File: src/rtl/proc_control_fsm.sv
// Control unit for the simple processor datapath: fetches a 9-bit instruction
// into IR and sequences register file, A/G, adder/subtractor and bus mux over T0-T3.
module proc_control_fsm #(
    parameter int ENABLE_MVNZ = 1
) (
    input  logic       clock,
    input  logic       reset,
    input  logic       run,
    input  logic [8:0] din,
    input  logic       g_nz,
    output logic       ir_in,
    output logic [7:0] reg_in,
    output logic [7:0] reg_out,
    output logic       din_out,
    output logic       g_out,
    output logic       a_in,
    output logic       g_in,
    output logic       add_sub,
    output logic       done,
    output logic       illegal,
    output logic [1:0] o_dbg_step,
    output logic [8:0] o_dbg_ir
);

    // run is a level request, accepted only in T0; done marks the final step,
    // so a run held high through done starts the next fetch with no idle cycle.
    typedef enum logic [1:0] {
        T0 = 2'd0,
        T1 = 2'd1,
        T2 = 2'd2,
        T3 = 2'd3
    } step_t;

    step_t      r_step;
    step_t      w_step_next;
    logic [8:0] r_ir;
    logic       w_ir_load;
    logic [2:0] w_op;
    logic [2:0] w_x;
    logic [2:0] w_y;

    assign w_op = r_ir[8:6];
    assign w_x  = r_ir[5:3];
    assign w_y  = r_ir[2:0];

    assign o_dbg_step = r_step;
    assign o_dbg_ir   = r_ir;

    // Register X is selected by bit [7-X] of the enable vectors.
    function automatic logic [7:0] sel(input logic [2:0] idx);
        sel = 8'b1000_0000 >> idx;
    endfunction

    always_ff @(posedge clock) begin
        if (reset) begin
            r_step <= T0;
            r_ir   <= 9'd0;
        end else begin
            r_step <= w_step_next;
            if (w_ir_load) begin
                r_ir <= din;
            end
        end
    end

    always_comb begin
        w_step_next = r_step;
        w_ir_load   = 1'b0;
        ir_in       = 1'b0;
        reg_in      = 8'd0;
        reg_out     = 8'd0;
        din_out     = 1'b0;
        g_out       = 1'b0;
        a_in        = 1'b0;
        g_in        = 1'b0;
        add_sub     = 1'b0;
        done        = 1'b0;
        illegal     = 1'b0;
        if (!reset) begin
            case (r_step)
                T0: begin
                    ir_in = run;
                    if (run) begin
                        w_ir_load   = 1'b1;
                        w_step_next = T1;
                    end
                end
                T1: begin
                    w_step_next = T0;
                    case (w_op)
                        3'b000: begin
                            reg_out = sel(w_y);
                            reg_in  = sel(w_x);
                            done    = 1'b1;
                        end
                        3'b001: begin
                            din_out = 1'b1;
                            reg_in  = sel(w_x);
                            done    = 1'b1;
                        end
                        3'b010, 3'b011: begin
                            reg_out     = sel(w_x);
                            a_in        = 1'b1;
                            w_step_next = T2;
                        end
                        3'b100: begin
                            done = 1'b1;
                            if (ENABLE_MVNZ == 0) begin
                                illegal = 1'b1;
                            end else if (g_nz) begin
                                reg_out = sel(w_y);
                                reg_in  = sel(w_x);
                            end
                        end
                        default: begin
                            illegal = 1'b1;
                            done    = 1'b1;
                        end
                    endcase
                end
                T2: begin
                    reg_out     = sel(w_y);
                    g_in        = 1'b1;
                    add_sub     = r_ir[6];
                    w_step_next = T3;
                end
                T3: begin
                    g_out       = 1'b1;
                    reg_in      = sel(w_x);
                    done        = 1'b1;
                    w_step_next = T0;
                end
                default: begin
                    w_step_next = T0;
                end
            endcase
        end
    end

endmodule

File: config.mk
export PLATFORM = sky130hd
export DESIGN_NAME = proc_control_fsm
export DESIGN_NICKNAME = d
export VERILOG_FILES = /design/src/rtl/proc_control_fsm.sv
export SDC_FILE = /design/constraint.sdc
export NUM_CORES = 1
export LEC_CHECK = 0
export CAP_MARGIN = 20
export CORE_MARGIN = 1.5
export CORE_UTILIZATION = 39
export CTS_CLUSTER_DIAMETER = 100
export DETAILED_ROUTE_END_ITERATION = 10
export PLACE_DENSITY_LB_ADDON = 0.3
export SLEW_MARGIN = 5
export SYNTH_ARGS = -nofsm -noshare
export SYNTH_HDL_FRONTEND = slang
export SYNTH_SLANG_ARGS = --single-unit
File: constraint.sdc
create_clock -name clock -period 1.9 [get_ports clock]
set_clock_uncertainty 0.05 [all_clocks]
set_input_delay 0.19 -clock clock [delete_from_list [all_inputs] [get_ports clock]]
set_output_delay 0.19 -clock clock [all_outputs]
set_load 0.005 [all_outputs]
==> metrics, run 1 <==
worst-case reg-to-reg path depth 7; status finished, violations left; H-tree Lvls 1; CP max FO 3; max-cap violations 0; Max VDD drop ~0.00055 V; Max-slew headroom 66.87%; Seq/Total Area, Yosys a little under a quarter; dpl hpwl approximately 2.5 mm; Starting Density 41.57%; Routed Antenna Nets 0; vias in the first global route 1242; n_diodes 0; Layout Nets ~220; number of library cell types mapped by synthesis 41; layout cell share with drive strength beyond 1 between 40% and 50%; Hold-fix buffers, CTS 0; Bufs on Longest Clock Path 2; Setup TNS Final -490.0 ps; Placer Congestion slightly above 0.9; crit-path max cell delay 490 ps; Die Y-Extent approximately 52 um; Via density roughly 5.8; static leakage 0.7428 nW; WS Path Type reg -> out; RSZ-0062 raised after global routing yes; CTS sink cnt 11; FMAX a little under 500 MHz; synthesized instance count approximately 130; Avg Cell Area, Syn between 7 and 8 sq um; die width just over 50 um; Critical Path AT ~1800 ps; GR Util All Layers approximately 29%; largest net degree at the start of global routing 12; CP required 1660 ps; dominant synthesized flop cell dfxtp_1; CP Cell Sequence inv_4, ha_4, nand2b_1, or4b_4, o21ai_2, buf_2; R2R Setup Slk between 300 and 400 ps; DR iter-0 viols 53; grt total ovfl 0; total core area ~2200 sq um; Period Utilization, post-route 106.9%; Hold Crit Start din[1]; synthesized cell area slightly above 900 sq um; number of remaining DRC errors 0; I/O pin total 48; minimum clock period 2032 ps; initial antenna violation count 0; DR WL/cell between 15 and 20 um; global-route wire length before repair slightly below 6 mm; Power Density 427.0 nW/um^2; Seq cells post-synth 11; Tot Pwr around 0.77 mW; Worst-Skew Late Latency 260 ps; Setup Viol. Count Final 7; violated checks negative setup slack; Rows 17; root cell of the clock tree clkbuf_4; number of buffers created by CTS 3; CTS tree built; Fin. Hold Viols 0; Yosys warnings 0; DR vias ~1300; Hold WC Path Type in -> reg; Die ar. roughly 2700 sq um; Hold Path Stages 3; 1st-pass router iterations 4; fin worst setup slack -132.0 ps; critical path capture point type output port; CP max stage cell or4b_4; Hold Path End o_dbg_ir[1]; number of synthesized flops with an enable pin 0; Post-synth ARST share 0%; Worst-path clk slew about 70 ps; Syn Nets roughly 140; pre-CTS setup slack -345.9 ps; Syn-to-layout area delta 95.42%; drt total wl between 3 and 4 mm; Worst setup SP type register; final slew viol count 0; Port Buf Inserts between 40 and 50; pin slew with the least headroom to its limit roughly 500 ps
worst max-delay path by stage:
stage	startpoint	end	slack (ps)	depth (start not counted)
floorplan	o_dbg_step[0]	reg_out[6]	100	6
global placement	reset	reg_out[6]	-310	5
detailed placement	reset	reg_out[6]	-350	5
CTS	o_dbg_step[0]	reg_out[6]	-120	6
global route	register	reg_out[0]	-200	8
finish	o_dbg_step[0]	reg_out[6]	-130	6
state kept, by name (all words and copies together) (netlist names), named ones only:
register	flops
o_dbg_ir	9
o_dbg_step	1
cell usage after synthesis (2+ instances only):
| cell type | number | area (sq um) |
|---|---|---|
| nand2_1 | 21 | 78.83 |
| a21oi_1 | 11 | 55.05 |
| dfxtp_1 | 11 | 220.2 |
| a211oi_1 | 8 | 60.06 |
| nand2b_1 | 6 | 37.54 |
| ha_1 | 5 | 62.56 |
| nor2_1 | 5 | 18.77 |
| clkbuf_1 | 4 | 15.01 |
| inv_1 | 4 | 15.01 |
| nand4_1 | 4 | 25.02 |
| o21ai_1 | 4 | 20.02 |
| nand3b_1 | 3 | 22.52 |
| nor2b_1 | 3 | 18.77 |
| o21ai_0 | 3 | 15.01 |
| o22ai_1 | 3 | 18.77 |
| and2_1 | 2 | 12.51 |
| buf_1 | 2 | 7.510 |
| buf_2 | 2 | 10.01 |
| inv_2 | 2 | 7.510 |
| nand4b_1 | 2 | 17.52 |
placed cells by master (no fill, tap or decap), types with 6 or more instances in the layout:
cell              n
clkdlybuf4s50_1  23
a21oi_1          11
buf_2            15
dlygate4sd2_1     6
nand2_1          21
a211oi_2          7
dfxtp_1           8
buf_6            10
buf_4            23
routing by layer:
metal	track usage (%)	share of wire, %	vias up
li1	-	-	612
met4	12.28	3.4	0
met3	2.011	5.2	18
met5	0	0	-
met2	55.98	52	76
met1	31.79	39	635
timing repair:
item                       4_1_cts  5_1_grt
resized for setup              103       17
setup endpoints to repair       24       18
pin swaps                        5       12
cloned                           0        0
buffers inserted                11        2
area by class of cell:
| type | count | area [sq um] |
|---|---|---|
| Multi-Input combinational cell | 100 | 829.5 |
| Timing Repair Buffer | 80 | 665.6 |
| Fill cell | 144 | 419.2 |
| Sequential cell | 11 | 226.5 |
| Tap cell | 28 | 35.03 |
| Inverter | 7 | 31.28 |
| Clock buffer | 4 | 26.28 |
power by group:
part	switching (mW)	internal, mW
Sequential	0.0322	0.248
Combinational	0.159	0.181
Clock	0.0739	0.0812
Total	0.265	0.510
worst max-delay path: cells and delay by family (launching register included):
family                     cells  cell delay [ps]
buffers and inverters          2              170
DFF                            1              380
adders and majority gates      1              270
AOI/OAI and AO/OA              1              120
and+or+nand+nor                2              580
stage by stage:
step           util [%]  hold WS [ps]  instance area (sq um)  std cells
2_1_floorplan         -         276.0                  928.4        126
3_5_place_dp      69.47         477.3                   1551        213
6_report          81.23         428.6                   1814        230
4_1_cts           77.82         423.3                   1738        228
3_3_place_gp      69.47         457.5                   1551        213
5_1_grt           81.23         428.8                   1814        230
logic make-up after synthesis:
logic type	count (synthesis)	synth area share, %
AO/OA/AOI/OAI	35	25.07
buffers and inverters	15	6.334
AND/OR/NAND/NOR	60	38.14
flip-flops	11	23.72
adder cells (fa/ha/maj)	5	6.739
No activity file was read; power rests on OpenSTA's default activity.
==> inputs of run 2 (changes only) <==
CORE_MARGIN = 10   (was 1.5)
==> run 2 against run 1 <==
The run still ends with negative setup slack left. Non-clock buffer count stayed put. Sequential share of layout area is 0.41 points higher. Core utilization is 2.6 points lower. Global-route usage is 13 points lower. First-iteration DRC count stayed put. Setup slack better by 31 ps. Power is 1.3% higher. Clock power is 8% higher. Sequential power hardly changed. Combinational power hardly changed. Design area is 3.2% lower. Hold slack worse by 24 ps. Critical endpoint unchanged.
==> metrics, run 2 (synthesis results as in run 1) <==
CP Cell Sequence inv_4, ha_4, nand2b_1, or4b_1, o21ai_1, buf_2; Placer Congestion 0.9337; violated checks negative setup slack; WS Path Type reg -> out; fin area 1757 sq um; Port Buf Inserts 47; logic gate share of total power a little over two fifths; grt total ovfl 0; die width approximately 69 um; max-cap violations 0; most frequent cells in the layout buf_4 (30), clkdlybuf4s50_1 (23), nand2_1 (21), buf_2 (15), a21oi_1 (10); Tot Pwr between 0.7 and 0.8 mW; 1st-pass router iterations 4; placed insts 216; Worst-Skew Late Latency between 200 and 300 ps; Sw Share a little over a third; Sequential Power Share roughly 36%; GR Util All Layers between 10% and 20%; H-tree Lvls 1; CP required 1660 ps; multi-input logic area 795.8 sq um; Hold-fix buffers, CTS 0; max reg flops 9; FMAX approximately 500 MHz; Placed Area between 1500 and 2000 sq um; root cell of the clock tree clkbuf_4; Routed Antenna Nets 0; Starting Density between 40% and 50%; CP max FO 3; Critical Path AT 1760 ps; FILL cells between 150 and 200; I/O pin total 48; Hold WC Path Type in -> reg; Fin. Hold Viols 0; static leakage about 0.73 nW; Rows 17; Syn-to-layout area delta 89.22%; Max-slew headroom a little under three quarters; Psw approximately 0.28 mW; RSZ-0062 raised after global routing yes; Clock Power Share 21.3%; DR vias 1310; pre-CTS setup slack -331.5 ps; pin slew with the least headroom to its limit 426.3 ps; number of buffers created by CTS 3; total core area between 2000 and 2500 sq um; Die ar. between 4000 and 5000 sq um; global-route wire length before repair slightly below 6 mm; Bufs on Longest Clock Path 2; Setup Viol. Count Final 9; Die Y-Extent just under 70 um; layout cell share with drive strength beyond 1 42.08%; drt total wl between 4 and 5 mm; largest net degree at the start of global routing 12; fin util roughly four fifths; Hold Slack between 400 and 500 ps; Layout Nets roughly 220; CTS tree built; initial antenna violation count 0; n_diodes 0; worst-case reg-to-reg path depth 6; critical path capture point type output port; CP max stage cell or4b_1; crit-path max cell delay roughly 460 ps; number of remaining DRC errors 0; Via density between 5 and 6; DR iter-0 viols 53; Setup TNS Final -286.1 ps; Power Density approximately 450 nW/um^2; Register Area around 230 sq um; minimum clock period ~2000 ps; status finished, violations left; Hold Path Stages 3; dpl hpwl 2.891 mm; Worst setup SP type register; fin worst setup slack -101.0 ps; internal power 0.5091 mW; DR WL/cell 19.24 um; commonest non-fill, non-tap cell in the layout buf_4; Period Utilization, post-route 105.3%; Worst-path clk slew about 70 ps; CTS sink cnt 11; final slew viol count 0; Max VDD drop about 0.00054 V; vias in the first global route approximately 1200; Final Instance Count excl. Fillers 230
[run 2: changes by cell type in the layout (fill, tap and decap cells not counted), sizes merged]
cell,previous run,this run
dlygate4sd2,6,5
buf,48,49
[run 2: power groups by stage]
stage          sequential, mW  combinational (mW)  clock (mW)
2_1_floorplan           0.271               0.118           0
3_3_place_gp            0.275               0.252           0
3_5_place_dp            0.276               0.260           0
4_1_cts                 0.274               0.292       0.166
5_1_grt                 0.281               0.361       0.179
6_report                0.279               0.338       0.167
[run 2: worst max-delay path, delay by kind of cell, from the launching register on]
kind,cells,cell delay [ps]
adder cells (fa/ha/maj),1,270
flip-flops,1,380
AND/OR/NAND/NOR,2,520
buffers and inverters,2,180
AO/OA/AOI/OAI,1,130
[run 2: final timing paths]
| check | start | to | slack [ps] |
|---|---|---|---|
| min reg2reg | o_dbg_ir[2] | o_dbg_ir[2] | 510 |
| min | din[6] | o_dbg_ir[6] | 400 |
| max | o_dbg_step[0] | reg_out[6] | -100 |
| max reg2reg | register | register | 360 |
[run 2: area by class of cell]
class / count / area share [%]
sequential: 11 / 12.89
clock buffer: 4 / 1.496
timing repair buffer: 80 / 36.54
inverter: 7 / 1.781
multi-input combinational: 100 / 45.30
tap: 28 / 1.994
[run 2: routing by layer]
| layer | track usage, % | vias up | wire, um |
|---|---|---|---|
| met4 | 7.389 | 0 | 165 |
| met2 | 28.92 | 82 | 2186 |
| met1 | 15.57 | 601 | 1643 |
| li1 | - | 608 | - |
| met3 | 5.475 | 19 | 431 |
| met5 | 0 | - | 0 |
[run 2: what timing repair did]
action | 4_1_cts | 5_1_grt
resized for setup | 83 | 29
buffers inserted | 3 | 7
setup endpoints to repair | 24 | 19
pin swaps | 7 | 17
cloned | 0 | 0
==> inputs of run 3 (changes only) <==
PLACE_DENSITY = 0.79   (was default)
PLACE_DENSITY_LB_ADDON = default   (was 0.3)
==> run 3 against run 2 <==
The run still ends with negative setup slack left. Sequential cell count stayed put. Final cell count is 0.43% higher. Critical path depth is 1 higher. Setup slack worse by 5.0 ps. Global-route usage is 0.23 points higher. Hold slack better by 15 ps. Critical endpoint is now reg_in[6]. Largest power group unchanged. Highest routed layer unchanged.
==> metrics, run 3 (synthesis results as in run 1) <==
placed insts 216; fin worst setup slack -106.0 ps; dpl hpwl 2.838 mm; Via density 5.416; grt total ovfl 0; drt total wl around 3.9 mm; WL met1 1.559 mm; Hold-fix buffers, CTS 0; Port Buf Inserts 47; DR vias 1251; worst-case reg-to-reg path depth 6; H-tree Lvls 1; Hold Crit Start din[4]; Routed met3 length roughly 340 um; die width ~70 um; Power Density between 400 and 500 nW/um^2; Period Utilization, post-route 105.6%; Rows 17; Starting Density around 42%; Placed Area approximately 1600 sq um; CP required 1660 ps; most frequent cells in the layout buf_4 (30), clkdlybuf4s50_1 (24), nand2_1 (21), buf_2 (15), a21oi_1 (11); number of remaining DRC errors 0; Worst-Skew Late Latency ~270 ps; Routed Antenna Nets 0; Placer Congestion roughly 0.87; Fin. Hold Viols 0; layout cell share with drive strength beyond 1 roughly 40%; global-route wire length before repair ~6.0 mm; WS Path Type reg -> out; Die Y-Extent 68.79 um; max-cap violations 0; minimum clock period ~2000 ps; final slew viol count 0; Setup TNS Final -485.7 ps; crit-path max cell delay roughly 360 ps; n_diodes 0; DR WL/cell around 17 um; I/O pin total 48; total core area around 2200 sq um; CTS tree built; CP Cell Sequence buf_6, ha_4, nor3b_4, o21ai_2, buf_4, a2111oi_4, buf_2; Final Instance Count excl. Fillers 231; critical path capture point type output port; CP max stage cell dfxtp_2; Tot Pwr about 0.76 mW; violated checks negative setup slack; met2 wire length a little under 2 mm; Worst-path clk slew about 70 ps; 1st-pass router iterations 5; root cell of the clock tree clkbuf_4; CP max FO 3; commonest non-fill, non-tap cell in the layout buf_4; max reg flops 9; Max VDD drop approximately 0.00056 V; CTS sink cnt 11; Reg2Reg Launch Point o_dbg_step[0]; Hold Path End o_dbg_ir[4]; Largest delay share family, worst path buffers and inverters; fin util a little under 80%; largest net degree at the start of global routing 15; Top Metal Used met4; RSZ-0062 raised after global routing yes; Hold Path Stages 3; FMAX between 400 and 500 MHz; static leakage 0.7109 nW; GR Util All Layers around 16%; R2R Setup Slk ~360 ps; Worst Path Buf+Inv 3; Worst setup SP type register; Layout Nets ~220; DR iter-0 viols 61; Setup Viol. Count Final 8; Die ar. 4732 sq um; Critical Path AT between 1500 and 2000 ps; pin slew with the least headroom to its limit 464.0 ps; vias in the first global route ~1300; Bufs on Longest Clock Path 2; initial antenna violation count 0; number of buffers created by CTS 3; Hold WC Path Type in -> reg; status finished, violations left; FILL cells 147; Syn-to-layout area delta 86.66%; fin area between 1500 and 2000 sq um; Max-slew headroom approximately 69%
==> run 3: changes by cell type in the layout (fill, tap and decap cells not counted), sizes merged <==
cell | previous run | this run
clkbuf | 6 | 5
clkdlybuf4s15 | 0 | 1
clkdlybuf4s50 | 23 | 24
dlygate4sd2 | 5 | 6
dlymetal6s2s | 1 | 0
==> run 3: through the flow <==
step	worst slack, ps	hold WS [ps]
after global placement	-345.5	426.1
after CTS	-110.4	419.4
final	-106.0	419.5
after floorplan	98.12	276.0
after global routing	-199.7	438.8
after detailed placement	-361.0	465.3
==> run 3: layer usage <==
metal	global-route usage (%)	vias to the layer above
met3	5.797	6
met2	30.07	44
met5	0	-
li1	-	611
met4	5.665	0
met1	15.77	590
==> run 3: area by class of cell <==
class                   instances  area (sq um)  area share, %
multi-input cells             100         765.7          44.19
repair buffers                 81         653.1          37.69
flip-flops and latches         11         224.0          12.92
well taps                      28         35.03          2.022
inverters                       7         28.78          1.661
clock buffers                   4         26.28          1.516
==> run 3: power by group <==
part / switching (mW) / internal [mW] / total [mW]
Sequential: 0.0275 / 0.248 / 0.275
Combinational: 0.147 / 0.177 / 0.325
Clock: 0.0794 / 0.0813 / 0.161
==> run 3: worst max path at each step <==
| stage | startpoint | to | slack [ps] | cells past startpoint |
|---|---|---|---|---|
| 6_report | o_dbg_step[0] | reg_in[6] | -110 | 7 |
| 4_1_cts | o_dbg_step[0] | reg_out[6] | -110 | 6 |
| 2_1_floorplan | o_dbg_step[0] | reg_out[6] | 100 | 6 |
| 5_1_grt | o_dbg_step[0] | reg_out[0] | -200 | 8 |
| 3_5_place_dp | reset | reg_out[6] | -360 | 5 |
| 3_3_place_gp | reset | reg_out[6] | -350 | 5 |
==> run 3: what timing repair did <==
action | in CTS | in global routing
setup buffers | 6 | 5
gates resized for setup | 93 | 7
pin swaps | 8 | 11
setup endpoints to repair | 23 | 20
==> run 3: worst reg2reg max path, delay by kind of cell, from the launching register on <==
kind / cells / cell delay, ps
AO/OA/AOI/OAI: 1 / 130
adder cells (fa/ha/maj): 1 / 130
buffers and inverters: 3 / 290
flip-flops: 1 / 360
AND/OR/NAND/NOR: 1 / 520
